### src/rtl/fifo_rd_pkg.sv
// ============================================================================
// fifo_rd_pkg : shared types and helpers for the multi-channel FIFO read
//               controller (fifo_rd_arb_ctrl) and its round-robin picker.
// Revision    : 1.0
// ============================================================================
`default_nettype none

package fifo_rd_pkg;

  typedef enum logic [1:0] {
    READY         = 2'd0,
    GET_FIFO_DATA = 2'd1,
    WAIT_STATE    = 2'd2,
    TRANSFER      = 2'd3
  } rd_state_t;

  localparam int TO_CNT_W = 8;

  // Channel index width; a single channel still needs a 1-bit select.
  function automatic int ch_w(input int n);
    return (n > 1) ? $clog2(n) : 1;
  endfunction

endpackage

`default_nettype wire

### src/rtl/rr_arb.sv
// ============================================================================
// rr_arb : combinational round-robin picker; searches last_grant+1, +2, ...
//          (mod NUM_CH) for the first requesting channel.
// Revision : 1.0
// ============================================================================
`default_nettype none

module rr_arb
  import fifo_rd_pkg::*;
#(
  parameter int NUM_CH = 4,
  parameter int CH_W   = ch_w(NUM_CH)
) (
  input  logic [NUM_CH-1:0] req,
  input  logic [CH_W-1:0]   last_grant,
  output logic [CH_W-1:0]   grant,
  output logic              any_req
);

  assign any_req = |req;

  generate
    if (NUM_CH == 1) begin : g_single
      logic unused_last;
      assign unused_last = ^last_grant;
      assign grant       = '0;
    end else begin : g_multi
      int              idx;
      logic [CH_W-1:0] idx_w;
      logic            found;

      always_comb begin
        grant = '0;
        found = 1'b0;
        idx   = 0;
        idx_w = '0;
        for (int k = 1; k <= NUM_CH; k++) begin
          idx   = (int'(last_grant) + k) % NUM_CH;
          idx_w = CH_W'(idx);
          if (!found && req[idx_w]) begin
            grant = idx_w;
            found = 1'b1;
          end
        end
      end
    end
  endgenerate

endmodule

`default_nettype wire

### src/rtl/fifo_rd_arb_ctrl.sv
// ============================================================================
// fifo_rd_arb_ctrl : round-robin read controller for NUM_CH event FIFOs that
//                    feeds a UART TX; optional timeout-exit counter enabled
//                    by defining FIFO_RD_TOCNT_EN.
// Revision : 1.0
// ============================================================================
`default_nettype none

module fifo_rd_arb_ctrl
  import fifo_rd_pkg::*;
#(
  parameter int NUM_CH      = 4,
  parameter int WAIT_CYCLES = 1,
  parameter int TIMEOUT_W   = 6
) (
  input  logic                    clk,
  input  logic                    reset,
  input  logic [NUM_CH-1:0]       fifo_empty,
  input  logic [NUM_CH-1:0]       write_fifo_n,
  input  logic [NUM_CH-1:0]       ch_enable,
  input  logic                    tx_busy,
  output logic [NUM_CH-1:0]       read_fifo_n,
  output logic                    ld_tx_data,
  output logic [ch_w(NUM_CH)-1:0] tx_sel,
  output logic                    timeout_err
`ifdef FIFO_RD_TOCNT_EN
  ,
  output logic [TO_CNT_W-1:0]     to_count
`endif
);

  localparam int CH_W = ch_w(NUM_CH);
  localparam int WC_W = 3;

  rd_state_t          state;
  rd_state_t          next;
  logic [NUM_CH-1:0]  eligible;
  logic [CH_W-1:0]    last_grant;
  logic [CH_W-1:0]    arb_grant;
  logic               any_req;
  logic [WC_W-1:0]    wait_cnt;
  logic [TIMEOUT_W-1:0] to_cnt;
  logic               wait_done;
  logic               to_full;

  // A channel being written this cycle is skipped to avoid read/write overlap.
  assign eligible  = ch_enable & ~fifo_empty & write_fifo_n;
  assign wait_done = (wait_cnt == WC_W'(WAIT_CYCLES - 1));
  assign to_full   = &to_cnt;

  rr_arb #(
    .NUM_CH (NUM_CH),
    .CH_W   (CH_W)
  ) u_rr_arb (
    .req        (eligible),
    .last_grant (last_grant),
    .grant      (arb_grant),
    .any_req    (any_req)
  );

  always_comb begin
    next = state;
    case (state)
      READY:         if (!tx_busy && any_req) next = GET_FIFO_DATA;
      GET_FIFO_DATA: next = WAIT_STATE;
      WAIT_STATE:    if (wait_done) next = TRANSFER;
      TRANSFER:      if (tx_busy || to_full) next = READY;
      default:       next = READY;
    endcase
  end

  // Outputs are decoded from next so they line up with the state register.
  always_ff @(posedge clk) begin
    if (reset) begin
      state       <= READY;
      read_fifo_n <= '1;
      ld_tx_data  <= 1'b0;
      tx_sel      <= '0;
      timeout_err <= 1'b0;
      last_grant  <= CH_W'(NUM_CH - 1);
      wait_cnt    <= '0;
      to_cnt      <= '0;
    end else begin
      state       <= next;
      read_fifo_n <= '1;
      ld_tx_data  <= (next == TRANSFER);
      timeout_err <= (state == TRANSFER) && !tx_busy && to_full;
      wait_cnt    <= (state == WAIT_STATE) ? wait_cnt + WC_W'(1) : '0;
      to_cnt      <= (state == TRANSFER) ? to_cnt + TIMEOUT_W'(1) : '0;
      if (state == READY && next == GET_FIFO_DATA) begin
        read_fifo_n <= ~(NUM_CH'(1) << arb_grant);
        tx_sel      <= arb_grant;
        last_grant  <= arb_grant;
      end
    end
  end

`ifdef FIFO_RD_TOCNT_EN
  always_ff @(posedge clk) begin
    if (reset) begin
      to_count <= '0;
    end else if (timeout_err && (to_count != {TO_CNT_W{1'b1}})) begin
      to_count <= to_count + TO_CNT_W'(1);
    end
  end
`endif

endmodule

`default_nettype wire

### config.mk
export PLATFORM = sky130hd
export DESIGN_NAME = fifo_rd_arb_ctrl
export DESIGN_NICKNAME = d
export VERILOG_FILES = /design/src/rtl/fifo_rd_pkg.sv /design/src/rtl/rr_arb.sv /design/src/rtl/fifo_rd_arb_ctrl.sv
export SDC_FILE = /design/constraint.sdc
export NUM_CORES = 1
export LEC_CHECK = 0
export BUFFER_PORTS_ARGS = -buffer_cell sky130_fd_sc_hd__buf_4
export CORE_MARGIN = 5
export CORE_UTILIZATION = 46
export DETAILED_ROUTE_END_ITERATION = 10
export PLACE_DENSITY = 0.73
export SLEW_MARGIN = 20
export SYNTH_ARGS = -nofsm -noshare
export SYNTH_HDL_FRONTEND = slang
export SYNTH_SLANG_ARGS = --single-unit
### constraint.sdc
create_clock -name clk -period 1.41 [get_ports clk]
set_clock_uncertainty 0.05 [all_clocks]
set_input_delay 0.0705 -clock clk [delete_from_list [all_inputs] [get_ports clk]]
set_output_delay 0.0705 -clock clk [all_outputs]
set_load 0.005 [all_outputs]
==> flow_metrics.tcl <==
set metrics [dict create \
    required_ns 1.55 \
    status "finished, violations left" \
    yosysUniqueCellTypes 33 \
    synth_warnings 0 \
    overflow 0 \
    wl_met3_um 92 \
    grt_usage 0.134 \
    arrival_ns 1.56 \
    fin_nets 151 \
    hold_viol_final 0 \
    cts_buffers 3 \
    cpMaxStageDelayCell "a2111oi_4" \
    rsz0062_at_grt "true" \
    fin_ws_ns -0.00930 \
    yosysSeqAreaShare 0.446 \
    failed_checks "negative setup slack" \
    fmax_mhz 705 \
    synth_top_area_cell "dfxtp_1" \
    worstPathMaxFanout 4 \
    dieArea_um2 3060 \
    htreeDepth 1 \
    routedWlPerCell_um 12.2 \
    period_needed_ns 1.42 \
    io_buffers 22 \
    cts_root_buf "clkbuf_4" \
    clkLatencyLatePin_ns 0.30 \
    syn-cell-area_um2 943 \
    drt_pass1_iterations 4 \
    synth_most_common_cell "dfxtp_1" \
    slew_viol_final 0 \
    core_area_um2 1960 \
    vias_per_cell 5.11 \
    dpl.hpwl_mm 1.56 \
    cap_violations 0 \
    cp-start-kind "flop" \
    cts_tree "yes" \
    wl_met1_um 896 \
    avgSynthCellArea_um2 9.53 \
    grt_pass1_vias 780 \
    antenna_found_initial 0 \
    finalSetupViolations 2 \
    drt-initial-drc-count 9 \
    end_kind "flop" \
    synth_area_leaders "dfxtp_1, nor2_1, ha_1" \
    synth_common_cells "dfxtp_1, nor2_1, a21oi_1, nand2_1, nand2b_1" \
    path_clk_slew_ns 0.11 \
    gp_congestion 0.899 \
    drc 0 \
    wl_met2_um 938 \
    hold_path_class "primary input to flop" \
    die_h_um 55.3 \
    power_mw 1.14 \
    initial_core_util 0.481 \
    num_vias 813 \
    synth_top_area_frac 0.446 \
    fp-row-count 16 \
    routed_wl_mm 1.94 \
    p_leak_nw 0.501 \
    fin_cells 159 \
    async_flop_share 0 \
    grt_max_degree 12 \
    synth_seq_cells 21 \
    tightest_slew_ns 0.331 \
    drive_gt1_frac 0.356 \
    diodes 0 \
    crit_chain "or2_4, a2bb2oi_4, a2111oi_4, nand2_1" \
    peakVddDrop_mv 0.874 \
    dieWidth_um 55.3 \
    synth_nets 117 \
    cts_sinks 21 \
    dr.max_layer_used "met4" \
    synth_edf_count 0 \
    areaGrowthSynthToFinish_pct 35.4 \
    synth-main-ff-cell "dfxtp_1" \
    clockBufferDepth 2 \
    worst_path_largest_cell_delay_ns 0.41 \
    pin_count 23 \
    dpl.cell_count 152 \
    slew_headroom 0.780 \
    ant_nets 0 \
    synthCells 99 \
    pwr_density_cell_nw_per_um2 893 \
    period_share 1.01 \
    grt_pass1_wl_mm 3.40 \
    worstSetupPathType "flop to flop" \
]
## what timing repair did
| item | 4_1_cts | 5_1_grt |
|---|---|---|
| hold buffers | 2 | 0 |
| gates cloned | 0 | 0 |
| hold endpoints to repair | 5 | 0 |
| endpoints found under the setup margin | 3 | 9 |
| pin swaps | 1 | 6 |
| buffers inserted | 0 | 1 |
| resized for setup | 0 | 11 |
## sequential cells by signal (all words and copies together) (netlist names)
signal       count
state            2
ld_tx_data       1
timeout_err      1
read_fifo_n      4
to_cnt           6
wait_cnt         3
last_grant       2
tx_sel           2
## worst paths after layout
| path | start | to | slack [ns] | depth (start not counted) |
|---|---|---|---|---|
| hold / removal | tx_busy | state[0]$_SDFF_PP0_ | 0.06 | 3 |
| setup reg to reg | last_grant[1]$_SDFFE_PP1P_ | read_fifo_n[0]$_SDFF_PP1_ | -0.009 | 4 |
| hold reg to reg | to_cnt[0]$_SDFF_PP0_ | to_cnt[0]$_SDFF_PP0_ | 0.40 | 1 |
| setup / recovery | last_grant[1]$_SDFFE_PP1P_ | read_fifo_n[0]$_SDFF_PP1_ | -0.009 | 4 |
## final cells by class
| type | instances | area, µm² |
|---|---|---|
| Timing Repair Buffer | 30 | 230 |
| Fill cell | 173 | 684 |
| Multi-Input combinational cell | 73 | 549 |
| Clock buffer | 4 | 26.3 |
| Sequential cell | 21 | 423 |
| Inverter | 4 | 15.0 |
| Tap cell | 27 | 33.8 |
## routing by layer
metal	vias to the layer above	GRT usage
met4	0	0.0382
met2	11	0.221
met1	380	0.162
met5	-	0
met3	2	0.0513
li1	420	-
## layout by cell type (no fill, tap or decap), drive strengths merged, types with 3 or more instances in the layout
cell / instances
nand2b: 6
ha: 3
xnor2: 3
nor3: 5
dfxtp: 21
nor2: 12
inv: 4
a21oi: 6
nand2: 6
nand3b: 4
buf: 28
clkbuf: 4
## critical path: cells and delay by family, from the launching register on
family / cells / cell delay (ns)
AOI/OAI and AO/OA: 2 / 0.56
DFF: 1 / 0.35
and+or+nand+nor: 2 / 0.35
## power by group
part | switching [mW] | internal [mW]
sequential | 0.0154 | 0.621
combinational | 0.106 | 0.123
clock | 0.165 | 0.110
total | 0.287 | 0.854
## metrics by stage
stage	setup TNS [ns]	setup WS, ns	hold WS [ns]	utilization	cell area [µm²]
floorplan	0	0.0450	0.0933	-	943
finish	-0.0126	-0.00930	0.0627	0.651	1280
global placement	0	0.0430	0.241	0.596	1170
CTS	0	0.0121	0.0488	0.619	1210
detailed placement	-0.0194	-0.0194	0.244	0.596	1170
global route	-0.223	-0.0901	0.0558	0.651	1280
## cells by family (layout without fill, tap and decap cells)
family | after synthesis | count (layout) | share of synthesized area
AND/OR/NAND/NOR | 46 | 46 | 0.276
flip-flops | 21 | 21 | 0.446
AO/OA/AOI/OAI | 20 | 20 | 0.174
buffers and inverters | 5 | 38 | 0.0278
XOR/XNOR | 4 | 4 | 0.0371
adder cells (fa/ha/maj) | 3 | 3 | 0.0398
(Power assumes the default switching activity.)
